File: src/rtl/shift_code_encoder.sv
// shift_code_encoder
//   Sequential normalizer for the divider's barrel-shift path. It takes an
//   8-bit operand and returns the left-shift count (shift code) that brings
//   its leading one to the MSB, together with the normalized value. Applying
//   `sh` to the original operand through the barrel shifter reproduces `norm`.
//   Only one operand is in flight at a time. The leading one is found by
//   shifting left once per cycle.
//
// Ports
//   clk        in   clock; all state changes on the rising edge
//   rst        in   synchronous active-high reset
//   in_valid   in   operand `a` valid
//   in_ready   out  block can accept an operand (IDLE and not in reset)
//   a          in   [WIDTH-1:0] operand
//   out_valid  out  result valid (registered, high exactly in DONE)
//   out_ready  in   consumer accepts result
//   sh         out  [SHW-1:0] shift code: 0..7, or 8 for a zero operand
//   norm       out  [WIDTH-1:0] (a << sh) mod 2^WIDTH
//   zero       out  operand was zero
//
// Parameters
//   WIDTH  operand width; 8 is the only supported value
//   SHW    shift-code width; must hold 0..WIDTH

module shift_code_encoder #(
  parameter int WIDTH = 8,
  parameter int SHW   = 4
) (
  input  logic             clk,
  input  logic             rst,
  input  logic             in_valid,
  output logic             in_ready,
  input  logic [WIDTH-1:0] a,
  output logic             out_valid,
  input  logic             out_ready,
  output logic [SHW-1:0]   sh,
  output logic [WIDTH-1:0] norm,
  output logic             zero
);

  localparam logic [1:0] S_IDLE = 2'd0;
  localparam logic [1:0] S_SCAN = 2'd1;
  localparam logic [1:0] S_DONE = 2'd2;

  logic [1:0]       r_state;
  logic [WIDTH-1:0] r_work;
  logic [SHW-1:0]   r_cnt;
  logic [SHW-1:0]   r_sh;
  logic [WIDTH-1:0] r_norm;
  logic             r_zero;
  logic             r_out_valid;

  logic             w_accept;

  // in_ready is decoded from the registered state. It is also gated by rst,
  // so nothing is offered while the block is being reset.
  assign in_ready = (r_state == S_IDLE) && !rst;
  assign w_accept = in_valid && in_ready;

  always_ff @(posedge clk) begin
    if (rst) begin
      r_state     <= S_IDLE;
      r_work      <= '0;
      r_cnt       <= '0;
      r_sh        <= '0;
      r_norm      <= '0;
      r_zero      <= 1'b0;
      r_out_valid <= 1'b0;
    end else begin
      case (r_state)
        S_IDLE: begin
          if (w_accept) begin
            r_work <= a;
            r_cnt  <= '0;
            if (a == '0) begin
              // A zero operand has no leading one. It skips the scan and
              // reports the out-of-range code WIDTH.
              r_state     <= S_DONE;
              r_sh        <= SHW'(WIDTH);
              r_norm      <= '0;
              r_zero      <= 1'b1;
              r_out_valid <= 1'b1;
            end else begin
              r_state <= S_SCAN;
            end
          end
        end

        S_SCAN: begin
          if (r_work[WIDTH-1]) begin
            r_state     <= S_DONE;
            r_sh        <= r_cnt;
            r_norm      <= r_work;
            r_zero      <= 1'b0;
            r_out_valid <= 1'b1;
          end else begin
            // A nonzero operand reaches the MSB within WIDTH-1 shifts, so
            // r_cnt stays at or below 7 here.
            r_work <= r_work << 1;
            r_cnt  <= r_cnt + SHW'(1);
          end
        end

        S_DONE: begin
          // Results stay in place after the handshake. They change only on
          // the next completion or on reset.
          if (out_ready) begin
            r_state     <= S_IDLE;
            r_out_valid <= 1'b0;
          end
        end

        default: begin
          r_state     <= S_IDLE;
          r_out_valid <= 1'b0;
        end
      endcase
    end
  end

  assign out_valid = r_out_valid;
  assign sh        = r_sh;
  assign norm      = r_norm;
  assign zero      = r_zero;

endmodule

File: config.mk
export PLATFORM = sky130hd
export DESIGN_NAME = shift_code_encoder
export DESIGN_NICKNAME = d
export VERILOG_FILES = /design/src/rtl/shift_code_encoder.sv
export SDC_FILE = /design/constraint.sdc
export NUM_CORES = 1
export LEC_CHECK = 0
export CELL_PAD_IN_SITES_DETAIL_PLACEMENT = 1
export CELL_PAD_IN_SITES_GLOBAL_PLACEMENT = 2
export CORE_ASPECT_RATIO = 0.5
export CORE_MARGIN = 2
export CORE_UTILIZATION = 31
export CTS_CLUSTER_SIZE = 10
export DETAILED_ROUTE_END_ITERATION = 10
export PLACE_DENSITY = 0.84
export SLEW_MARGIN = 25
export SYNTH_ARGS = -nofsm -noshare
export SYNTH_HDL_FRONTEND = slang
export SYNTH_SLANG_ARGS = --single-unit
File: constraint.sdc
create_clock -name clk -period 4.47 [get_ports clk]
set_clock_uncertainty 0.05 [all_clocks]
set_input_delay 1.341 -clock clk [delete_from_list [all_inputs] [get_ports clk]]
set_output_delay 1.341 -clock clk [all_outputs]
set_load 0.01 [all_outputs]
== Yosys cells after proc, flatten, opt, wreduce, memory -nomap -nowiden ==
Cells that the tools add are included.
Word-level totals
  register bits: 28
  bits of input ports: 12
  output and inout port bits: 15
  word-level logic and storage cells: 53
Cells by class
  $add $sub $neg: 1
  equality and inequality tests: 7
  muxes and demuxes: 26
  reductions and logical operators: 11
Operators by type and width (number)
  8-bit 2-to-1 mux: 5
  8-bit case mux with 2 select lines: 2
  4-bit 2-to-1 mux: 5
  4-bit case mux with 2 select lines: 2
  8-bit logical NOT: 1
  2-bit 2-to-1 mux: 4
  2-bit inequality test (second input constant): 4
  4-bit AND reduction: 2
  2-bit case mux with 3 select lines: 1
  3-bit AND reduction: 2
  1-bit 2-to-1 mux: 5
  4-bit by 1-bit adder with 4-bit output (second input constant): 1
  1-bit case mux with 3 select lines: 1
  2-bit by 1-bit == test with 1-bit output (second input constant): 1
  2-bit == test (second input constant): 1
  1-bit logical AND: 2
  2-bit logical NOT: 1
  2-bit by 1-bit inequality test with 1-bit output (second input constant): 1
  1-bit case mux with 2 select lines: 1
  2-bit AND reduction: 1
  2-bit nonzero test: 1
  1-bit logical NOT: 1

== Logic depth before layout (Yosys ltp) ==
  depth in word-level cells: 5
  gate-level depth with buffers: 5
  depth with buffers taken out: 4

== Least setup slack after synthesis ==
Ideal clock, no wire load.
  kind: input port to output port
  start point: input port rst
  end point: output port in_ready
  arrival time: 2.025 ns
  required time: 3.079 ns
  setup slack: 1.054 ns
  cell stages on the path: 3
  buffers on the path: 2
  cells stage by stage: clkbuf_1 clkbuf_1 nor3_1
On the way
  word-level cells in the longest chain between the ends: 2
Ends and longest elaborated chain
  start: declaration: RTL line 30  | input logic rst,
  1-bit logical NOT: RTL line 57  | assign in_ready = (r_state == S_IDLE) && !rst;
  1-bit logical AND: RTL line 57
  end: declaration: RTL line 32  | output logic in_ready,
Every way passes these cells.

== Final worst setup path ==
Same ends and word-level chain as after synthesis.

==> flow_summary_export.csv <==
group,metric,value,unit
critical_path,arrival,2.47,ns
critical_path,path_buf_inv,2,
synthesis,yosysWarnings,0,
timing,maxSlewViolCount,0,
finish,area_growth,27.8,%
synthesis,ys_seq_area_share,44.9,%
synthesis,synth_top_area_cell,"dfxtp_1",
pwr,internal_power,0.370,mW
detailed_routing,vias,1160,
critical_path,startpoint_type,"input pin",
pwr,ir_drop,0.119,mV
clock_tree,clock_latency,0.27,ns
detailed_routing,first_iter_violations,43,
timing,timing.slew.headroom,42.1,%
synthesis,synth_edf_count,0,
placement,gp_congestion,0.740,
floorplan,fp.dieArea,4580,sq um
timing,min_period_over_period,86.3,%
timing,finalSetupViolations,0,
floorplan,io_pins,27,
placement,dp.cells,211,
finish,n_antenna_cell,0,
pwr,power.density,314,nW/um^2
global_route,grt_pass1_wl,5600,um
placement,portBuffers,26,
detailed_routing,wire_per_inst,15.8,um
global_route,antenna_found_initial,0,
synthesis,synthTopCellsByArea,"dfxtp_1, a21oi_1, a311oi_1",
clock_tree,cts_resized,0,
global_route,grt_max_degree,30,
clock_tree,cts_max_level,1,
synthesis,yosysMostFrequentCell,"dfxtp_1",
detailed_routing,first_pass_iters,4,
floorplan,core,3880,sq um
critical_path,cp_common_cell,"clkdlybuf4s50_1",
pwr,p_leak,0.488,nW
floorplan,start_util,32.2,%
run,maxCapViolCount,0,
pwr,clockPowerShare,31.3,%
timing,fmax,259,MHz
synthesis,yosysUniqueCellTypes,37,
timing,setup_tns,0,ns
synthesis,synth_top_area_share,44.9,%
outcome,status,"completed",
detailed_routing,ant_nets,0,
timing,rsz0062_at_grt,"no",
critical_path,critical_path.max_stage_delay,0.56,ns
clock_tree,post_cts_buffers,0,
clock_tree,clkSlewWorstSetupHoldPaths,0.09,ns
critical_path,required,3.08,ns
finish,drive_gt1_share,6.21,%
finish,final_cells,215,
global_route,grt_overflow,0,
clock_tree,clock-sinks,28,
timing,hold_viol,0,
timing,holdWs,0.444,ns
pwr,switching_share,26.2,%
detailed_routing,drc,0,
finish,fin_nets,175,
critical_path,critPathTopFamily,"buffers and inverters",
floorplan,die_h,48.9,um
detailed_routing,wl,3410,um
synthesis,ys_top_cells_by_count,"dfxtp_1, a21oi_1, nand2_1",
critical_path,crit_chain,"clkdlybuf4s50_1, nor3_1, clkdlybuf4s50_1",
synthesis,synth.avg_cell_area,8.86,sq um
pwr,p_switching,0.131,mW
floorplan,fp.dieW,93.8,um
placement,dp_hpwl,2280,um
synthesis,synth_seq_cells,28,
timing,worst_pin_slew,0.869,ns
detailed_routing,viasPerCell,5.40,
synthesis,synth_area,1250,sq um
synthesis,syn-instance-count,141,
critical_path,crit_type,"in2out",
critical_path,end_kind,"output pin",
synthesis,synth_flop_cell,"dfxtp_1",
global_route,grtUsageTotal,15.3,%
finish,final_util,41.1,%
synthesis,syn_nets,154,
clock_tree,cts_tree,"yes",
finish,nFillCells,472,
hold_path,hold_path.class,"reg2reg",
global_route,grt_pass1_vias,1167,
floorplan,row_count,16,
synthesis,async_flop_share,0,%
clock_tree,cts_hold_buf,0,
clock_tree,cts_buffer_depth,2,
critical_path,cpMaxStageDelayCell,"clkdlybuf4s50_1",
critical_path,crit_fanout,2,
critical_path,r2r_slack,2.13,ns
clock_tree,numCtsBuffers,3,
timing,period_needed,3.86,ns
pwr,seqPwrFrac,54.2,%
clock_tree,root_buffer,"clkbuf_8",
pwr,comb_power_share,14.5,%
==> cell families (layout without fill, tap and decap cells) <==
group,count (synthesis),count (layout),synth area share (%)
compound gates,49,49,26.7
simple gates,44,44,19.6
flops,28,28,44.9
buf+inv,17,37,6.41
xor+xnor,2,2,1.40
fa+ha+maj,1,1,1.00
==> registers in the layout, indices dropped and copies added (netlist names) <==
name,flops
norm,8
r_work,8
zero,1
out_valid,1
sh,4
r_cnt,4
r_state,2
==> final timing paths <==
check	start	to	cells after the start
setup / recovery	rst	in_ready	3
hold / removal	out_valid	out_valid	1
setup reg to reg	r_state[0]	sh[0]	3
hold reg to reg	out_valid	out_valid	1
==> power by group through the flow <==
| stage | sequential, mW | clock, mW | combinational, mW |
|---|---|---|---|
| after floorplan | 0.272 | 0 | 0.0468 |
| after detailed placement | 0.277 | 0 | 0.0717 |
| after global placement | 0.277 | 0 | 0.0703 |
| final | 0.272 | 0.157 | 0.0724 |
| after CTS | 0.272 | 0.163 | 0.0720 |
| after global routing | 0.274 | 0.176 | 0.0785 |
==> cells in the final DEF (no fill, tap or decap), types with 2 or more instances in the layout <==
cell	n
a22oi_1	6
nor3_1	4
xnor2_1	2
buf_4	3
a21oi_1	19
nor2_1	4
o31a_1	2
nand2_1	12
clkdlybuf4s50_1	26
o21ai_0	3
dfxtp_1	28
clkbuf_8	4
nand3_1	9
a311oi_1	10
or4_1	2
inv_1	4
a211oi_1	2
==> metrics by stage <==
stage	power [mW]	cell area (sq um)	setup slack, ns
3_3_place_gp	0.347	1540	0.594
6_report	0.501	1600	0.612
2_1_floorplan	0.319	1250	1.05
4_1_cts	0.506	1600	0.593
5_1_grt	0.528	1600	0.534
3_5_place_dp	0.349	1540	0.593
==> per-layer routing <==
layer  share of wire [%]  track usage [%]  vias to the layer above  wire [um]
met5                   0                0                        -          0
met4                0.85             3.86                        0         29
met3                 1.9             3.25                        4         65
met2                  47             25.5                       10       1590
met1                  51             20.3                      573       1730
li1                    -                -                      573          -
==> area by class of cell <==
type | instances | area [sq um] | area share (%)
Timing Repair Buffer | 29 | 283 | 17.7
Sequential cell | 28 | 561 | 35.1
Tap cell | 54 | 67.6 | 4.24
Multi-Input combinational cell | 96 | 614 | 38.5
Inverter | 4 | 15.0 | 0.941
Clock buffer | 4 | 55.1 | 3.45
No activity file was read; power rests on OpenSTA's default activity.
